`src/rtl/red_pitaya_sort_pkg.sv`:
```
// Shared defaults and FSM state type for the sort-delay block.
package red_pitaya_sort_pkg;

  localparam int SORT_TW_DEF     = 32;
  localparam int SORT_QDEPTH_DEF = 8;

  typedef enum logic {
    IDLE  = 1'b0,
    PULSE = 1'b1
  } sort_state_e;

endpackage

```
`src/rtl/red_pitaya_sort_fifo.sv`:
```
// Synchronous FIFO holding pending due-timestamps; push and pop may occur in the same cycle.
module red_pitaya_sort_fifo #(
  parameter int DEPTH = 8,
  parameter int W     = 32
) (
  input  logic                     i_clk,
  input  logic                     i_rst,
  input  logic                     i_clr,
  input  logic                     i_push,
  input  logic                     i_pop,
  input  logic [W-1:0]             i_wdata,
  output logic [W-1:0]             o_rdata,
  output logic                     o_full,
  output logic                     o_empty,
  output logic [$clog2(DEPTH):0]   o_count
);

  localparam int AW = $clog2(DEPTH);

  logic [W-1:0]  r_mem [DEPTH];
  logic [AW-1:0] r_wptr;
  logic [AW-1:0] r_rptr;
  logic [AW:0]   r_count;
  logic          w_pop;
  logic          w_push;

  assign o_full  = (r_count == (AW+1)'(DEPTH));
  assign o_empty = (r_count == '0);
  assign o_count = r_count;
  assign o_rdata = r_mem[r_rptr];

  // A pop frees a slot in the same cycle, so a full FIFO still takes a push.
  assign w_pop  = i_pop & ~o_empty;
  assign w_push = i_push & (~o_full | w_pop);

  always_ff @(posedge i_clk) begin
    if (w_push) begin
      r_mem[r_wptr] <= i_wdata;
    end
  end

  always_ff @(posedge i_clk) begin
    if (i_rst || i_clr) begin
      r_wptr  <= '0;
      r_rptr  <= '0;
      r_count <= '0;
    end else begin
      if (w_push) r_wptr <= r_wptr + 1'b1;
      if (w_pop)  r_rptr <= r_rptr + 1'b1;
      case ({w_push, w_pop})
        2'b10:   r_count <= r_count + 1'b1;
        2'b01:   r_count <= r_count - 1'b1;
        default: r_count <= r_count;
      endcase
    end
  end

endmodule

```
`src/rtl/red_pitaya_sort_delay.sv`:
```
// Delays each rising edge of trig_i by delay_i cycles and emits a pulse_len_i-cycle sort pulse.
// Statistics counters are built only when RED_PITAYA_SORT_STATS_EN is defined.
module red_pitaya_sort_delay
  import red_pitaya_sort_pkg::*;
#(
  parameter int QDEPTH = SORT_QDEPTH_DEF,
  parameter int TW     = SORT_TW_DEF
) (
  input  logic                     adc_clk_i,
  input  logic                     adc_rst_i,
  input  logic                     trig_i,
  input  logic                     enable_i,
  input  logic                     clr_i,
  input  logic [TW-1:0]            delay_i,
  input  logic [TW-1:0]            pulse_len_i,
  output logic                     pulse_o,
  output logic [$clog2(QDEPTH):0]  pending_o,
  output logic                     overflow_o,
  output logic [TW-1:0]            fired_cnt_o,
  output logic [TW-1:0]            dropped_cnt_o
);

  logic [TW-1:0] r_ts;
  logic [TW-1:0] r_remain;
  logic          r_trig_q;
  logic          r_pulse;
  logic          r_overflow;
  sort_state_e   r_state;

  logic [TW-1:0] w_head;
  logic [TW-1:0] w_diff;
  logic          w_full;
  logic          w_empty;
  logic          w_req;
  logic          w_accept;
  logic          w_due;
  logic          w_pop;
  logic          w_push;
  logic          w_drop_full;
  logic          w_fire;

  assign w_req    = trig_i & ~r_trig_q;
  assign w_accept = w_req & enable_i & ~clr_i;

  // Wrap-safe due test: head is due once ts has reached it modulo 2^TW.
  assign w_diff = r_ts - w_head;
  assign w_due  = ~w_diff[TW-1];

  assign w_pop       = ~w_empty & w_due & ~clr_i;
  assign w_push      = w_accept & (~w_full | w_pop);
  assign w_drop_full = w_accept & w_full & ~w_pop;
  assign w_fire      = w_pop & (pulse_len_i != '0);

  red_pitaya_sort_fifo #(
    .DEPTH (QDEPTH),
    .W     (TW)
  ) u_fifo (
    .i_clk   (adc_clk_i),
    .i_rst   (adc_rst_i),
    .i_clr   (clr_i),
    .i_push  (w_push),
    .i_pop   (w_pop),
    .i_wdata (r_ts + delay_i),
    .o_rdata (w_head),
    .o_full  (w_full),
    .o_empty (w_empty),
    .o_count (pending_o)
  );

  always_ff @(posedge adc_clk_i) begin
    if (adc_rst_i) begin
      r_ts       <= '0;
      r_trig_q   <= 1'b1;
      r_state    <= IDLE;
      r_pulse    <= 1'b0;
      r_remain   <= '0;
      r_overflow <= 1'b0;
    end else begin
      r_ts     <= r_ts + 1'b1;
      r_trig_q <= trig_i;
      if (clr_i) begin
        r_state    <= IDLE;
        r_pulse    <= 1'b0;
        r_remain   <= '0;
        r_overflow <= 1'b0;
      end else begin
        if (w_drop_full) r_overflow <= 1'b1;
        case (r_state)
          IDLE: begin
            if (w_fire) begin
              r_state  <= PULSE;
              r_pulse  <= 1'b1;
              r_remain <= pulse_len_i;
            end
          end
          PULSE: begin
            // A retrigger reloads the count so the output never dips low.
            if (w_fire) begin
              r_remain <= pulse_len_i;
            end else if (r_remain == TW'(1)) begin
              r_state <= IDLE;
              r_pulse <= 1'b0;
            end else begin
              r_remain <= r_remain - 1'b1;
            end
          end
          default: begin
            r_state <= IDLE;
            r_pulse <= 1'b0;
          end
        endcase
      end
    end
  end

  assign pulse_o    = r_pulse;
  assign overflow_o = r_overflow;

`ifdef RED_PITAYA_SORT_STATS_EN
  logic [TW-1:0] r_fired;
  logic [TW-1:0] r_dropped;
  logic          w_drop_zero;
  logic [1:0]    w_drop_inc;

  assign w_drop_zero = w_pop & (pulse_len_i == '0);
  assign w_drop_inc  = {1'b0, w_drop_full} + {1'b0, w_drop_zero};

  always_ff @(posedge adc_clk_i) begin
    if (adc_rst_i || clr_i) begin
      r_fired   <= '0;
      r_dropped <= '0;
    end else begin
      if (w_fire && (r_fired != '1)) r_fired <= r_fired + 1'b1;
      // ~r_dropped is the headroom left before saturation.
      if (w_drop_inc != 2'd0) begin
        if (~r_dropped < TW'(w_drop_inc)) r_dropped <= '1;
        else                              r_dropped <= r_dropped + TW'(w_drop_inc);
      end
    end
  end

  assign fired_cnt_o   = r_fired;
  assign dropped_cnt_o = r_dropped;
`else
  assign fired_cnt_o   = '0;
  assign dropped_cnt_o = '0;
`endif

endmodule

```
`config.mk`:
```
export PLATFORM = sky130hd
export DESIGN_NAME = red_pitaya_sort_delay
export DESIGN_NICKNAME = d
export VERILOG_FILES = /design/src/rtl/red_pitaya_sort_pkg.sv /design/src/rtl/red_pitaya_sort_fifo.sv /design/src/rtl/red_pitaya_sort_delay.sv
export SDC_FILE = /design/constraint.sdc
export NUM_CORES = 1
export LEC_CHECK = 0
export ABC_AREA = 1
export CORE_UTILIZATION = 53
export CTS_CLUSTER_DIAMETER = 60
export DETAILED_ROUTE_END_ITERATION = 12
export PLACE_DENSITY = 0.77
export SKIP_CTS_REPAIR_TIMING = 1
export SYNTH_ARGS = -nofsm -noshare
export SYNTH_HDL_FRONTEND = slang
export SYNTH_SLANG_ARGS = --single-unit
```
`constraint.sdc`:
```
create_clock -name adc_clk_i -period 5.24 [get_ports adc_clk_i]
set_input_delay 0.524 -clock adc_clk_i [delete_from_list [all_inputs] [get_ports adc_clk_i]]
set_output_delay 0.524 -clock adc_clk_i [all_outputs]
set_load 0.01 [all_outputs]
```
# Word level (Yosys, flattened, before mapping)
# Memories as Yosys holds them, arrays and structs flattened. A register that Yosys moved wholly into a read port is not among the register bits.
# Index checks and enable logic that the tools add are counted.
# classes
add_sub_neg	8
n_eq_ne	8
muxes	17
bitwise	20
n_reduce_logical	7
# op_table
operator	n
2-to-1 mux 32 bit	3
case mux 32 bit (2 select lines)	1
adder 32 x 1 -> 32 bit, second input constant	1
adder 32 bit	1
== test 32 x 1 -> 1 bit, second input constant	1
nonzero test 32 bit	1
subtractor 32 x 1 -> 32 bit, second input constant	1
subtractor 32 bit	1
bitwise AND 1 bit	11
2-to-1 mux 1 bit	8
case mux 4 bit (2 select lines)	1
inverter 1 bit	7
adder 3 x 1 -> 3 bit, second input constant	2
2-to-1 mux 3 bit	2
adder 4 x 1 -> 4 bit, second input constant	1
== test 4 bit, second input constant	1
logical NOT 4 bit	1
!= test 2 bit, second input constant	2
case mux 1 bit (2 select lines)	2
subtractor 4 x 1 -> 4 bit, second input constant	1
!= test 3 bit, second input constant	1
AND reduction 3 bit	1
== test 2 x 1 -> 1 bit, second input constant	1
== test 2 bit, second input constant	1
other kinds (6)	7
# totals
reg_bits	78
mem_bits_rw	256
in_bits	69
output_inout_bits	70
word_cells	70
memories	1
# mem_list
name	words	width	read_ports	rd_ports_with_merged_regs	write_ports	line_no	rtl
u_fifo.r_mem	8	32	1	1	1	red_pitaya_sort_fifo.sv:20	logic [W-1:0] r_mem [DEPTH];

# Longest topological paths before layout
# logic_depth
word_depth	9
mapped_depth	32
ltp_nobuf	29

# Modules after synthesis
# A second synthesis with hierarchy kept.
# hier_totals
hier_cells	1901
area_unflattened_um2	17830.9
# modules_own_cells
mod	n_inst	cells_per_inst	area_per_inst_um2	seq_area_each_um2
red_pitaya_sort_fifo	1	749	10543.9	7947.6
red_pitaya_sort_delay	1	1152	7287.0	1361.3

# Worst setup path after synthesis
# OpenSTA, ideal clock, no wires.
# synth_path
kind	reg2reg
from	register (tool-made name)
to	memory u_fifo.r_mem[7][0], enable pin
t_arrival_ns	4.812
required_time_ns	4.779
path_slack_ns	-0.034
stages_incl_launch_ff	17
cell_sequence	dfxtp_1 -> inv_2 -> buf_4 -> clkbuf_1 -> clkbuf_1 -> nor2_1 -> o221ai_1 -> o21ai_0 -> ha_1 -> a21oi_1 -> o21a_1 -> o221ai_1 -> a21oi_1 -> nand3_1 -> nand3_1 -> nand2_1 -> nor3_1
# synth_lines
item	line_no
end: declaration	red_pitaya_sort_fifo.sv:20

==> out/qor.yml <==
fillers: 2528
diodes: 0
rsz0062_at_grt: "no"
vias_per_cell: 5.85
ios: 139
cp.arrival_ns: 5.23
slew_headroom: 0.429
hp-class: "reg -> reg"
drive_above_1_share: 0.0619
io_buffers: 74
status: "complete, no violations"
worstSetupStartpointType: "flop"
firstDrtPassIters: 5
synthCells: 1806
r2r_cells: 22
cts_buffers: 37
layout.nets: 2016
slowest_delay_ns: 0.53
cp_top_family: "compound AO/OA/AOI/OAI gates"
syn2layout_area_growth_pct: 13.0
p_leak_nw: 7.62
grt_pass1_vias: 12908
hold_viol: 0
syn_area_mm2: 0.0172
routed_wl_um: 42100
dp_hpwl_um: 27500
synth_edf_count: 256
worstHoldEndpoint: "u_fifo.r_wptr[0]"
synthFlopType: "edfxtp_1"
cap_violations: 0
yosysWarnings: 0
peakVddDrop_v: 0.000241
hold_path_depth: 2
synth-async-reset-ratio: 0
gr-total-overflow: 0
h-tree-depth: 2
wire_per_inst_um: 18.2
r2r_slack_ns: 0.42
yosys_register_bits: 337
dieWidth_um: 182
ys_seq_area_frac: 0.542
hold_slack_ns: 0.493
detail-route-antenna-nets: 0
grt_pass1_wl_um: 67300
rows: 65
total_power_mw: 5.77
grt_usage: 0.259
avgSynthCellArea_um2: 9.51
period_needed_ns: 4.82
dieArea_mm2: 0.0331
cts_tree: "built"
mostFrequentLayoutCells: "279 x nor2_1, 256 x edfxtp_1, 199 x o21ai_0"
finClkSkew_ns: 0.0116
cpMaxStageDelayCell: "dfxtp_4"
clkSinkCount: 337
final_common_cell: "nor2_1"
worstPathCellList: "buf_12 -> o21ai_0 -> o221ai_1 -> o21ai_0 -> ha_1 -> a21oi_1 -> o21a_1 -> o221ai_1 -> a21oi_1 -> nand3_1 -> nand3_1 -> nand2_1 -> ha_1 -> ha_1 -> nand2_1 -> nor2_1 -> a211oi_1 -> nor2_1 -> nor2_1 -> nand2_1 -> o21ai_0 -> a21oi_1"
antenna_found_initial: 0
core_mm2: 0.0317
vias: 13505
crit_path_max_fanout: 104
remaining_drc_errors: 0
r2r_end: "u_fifo.o_count[3]"
worst_slew_pin_slew_ns: 0.854
fmax_mhz: 208
drt-initial-drc-count: 1386
period_share: 0.919
crit_buf_inv: 1
synth_cell_types: 46
clk_pin_slew_ns: 0.06
min-delay-start: "u_fifo.r_wptr[0]"
clock_latency_ns: 0.53
finalSetupViolations: 0
cts-root-buf: "clkbuf_16"
clockBufferDepth: 3
pwr_density_cell_mw_per_mm2: 297
die_h_um: 182
grt_max_degree: 105
gp_congestion: 0.945
required_ns: 5.65
path_class: "reg -> reg"
start_util: 0.542
cp-end-kind: "flop"
drv_slew: 0
state kept, by name (all words and copies together), names as in the netlist, 3 cells and up, named ones only:
name,cells
r_remain,32
u_fifo.r_wptr,3
u_fifo.r_rptr,3
u_fifo.o_count,4
r_ts,32
u_fifo.r_mem,256
worst max-delay path by stage:
stage                          to  cells after the start  slack [ns]
2_1_floorplan  u_fifo.r_mem[7][0]                     16       -0.03
3_3_place_gp    u_fifo.o_count[3]                     23        0.50
3_5_place_dp    u_fifo.o_count[3]                     23        0.36
4_1_cts         u_fifo.o_count[3]                     23        0.33
5_1_grt         u_fifo.o_count[3]                     22        0.03
6_report        u_fifo.o_count[3]                     22        0.42
worst register-to-register path, delay by kind of cell (launching register included):
kind                       cells  cell delay [ns]
buffers and inverters          1             0.42
adders and majority gates      3             1.01
AOI/OAI and AO/OA             10             1.85
DFF                            1             0.53
and+or+nand+nor                8             0.90
area by class of cell:
class,count,area (um2),area share
Sequential cell,337,9320,0.480
Multi-Input combinational cell,1239,6750,0.348
Timing Repair Buffer,104,1030,0.0530
Clock buffer,47,983,0.0507
Inverter,157,592,0.0305
Tap cell,402,503,0.0259
Clock inverter,21,233,0.0120
power breakdown:
group	total, mW	switching [mW]	internal [mW]	leakage (nW)
Clock	2.59	1.09	1.51	0.590
Sequential	2.90	0.00705	2.89	2.96
Combinational	0.283	0.178	0.105	4.08
Total	5.77	1.27	4.50	7.62
kinds of logic after synthesis:
logic type               after synthesis  synth area share
AO/OA/AOI/OAI                        374             0.124
XOR/XNOR                              69            0.0352
adder cells (fa/ha/maj)               71            0.0526
buffers and inverters                293            0.0819
flip-flops                           337             0.542
other                                  1          0.000218
AND/OR/NAND/NOR                      661             0.165
metrics by stage:
step                      worst slack, ns  std cells   util  cell area [um2]  TNS (ns)
after floorplan                   -0.0337       1869      -            17400     -4.30
after global placement              0.501       2239  0.573            18200         0
after detailed placement            0.358       2239  0.573            18200         0
after CTS                           0.334       2307  0.612            19400         0
after global routing               0.0253       2307  0.612            19400         0
final                               0.425       2307  0.612            19400         0
Yosys cell counts, drive strengths merged (7+ instances only):
master	count	area [um2]
o21ai	205	1030
dfxtp	81	1620
nor2	286	1080
edfxtp	256	7690
nand4	34	219
nand2	200	763
nor4	16	106
inv	157	589
o22ai	31	194
clkbuf	55	206
nor3b	7	52.6
a21oi	68	340
xnor2	22	193
o221ai	32	280
xor2	47	412
nand3	79	395
ha	69	863
buf	81	611
nor3	33	170
layer usage:
metal	global-route usage	vias up	wire (um)
met5	0	-	0
met4	0.0951	0	1270
met3	0.0349	105	3180
met2	0.419	600	19700
met1	0.356	6471	17900
li1	-	6329	-
(Power assumes the default switching activity.)
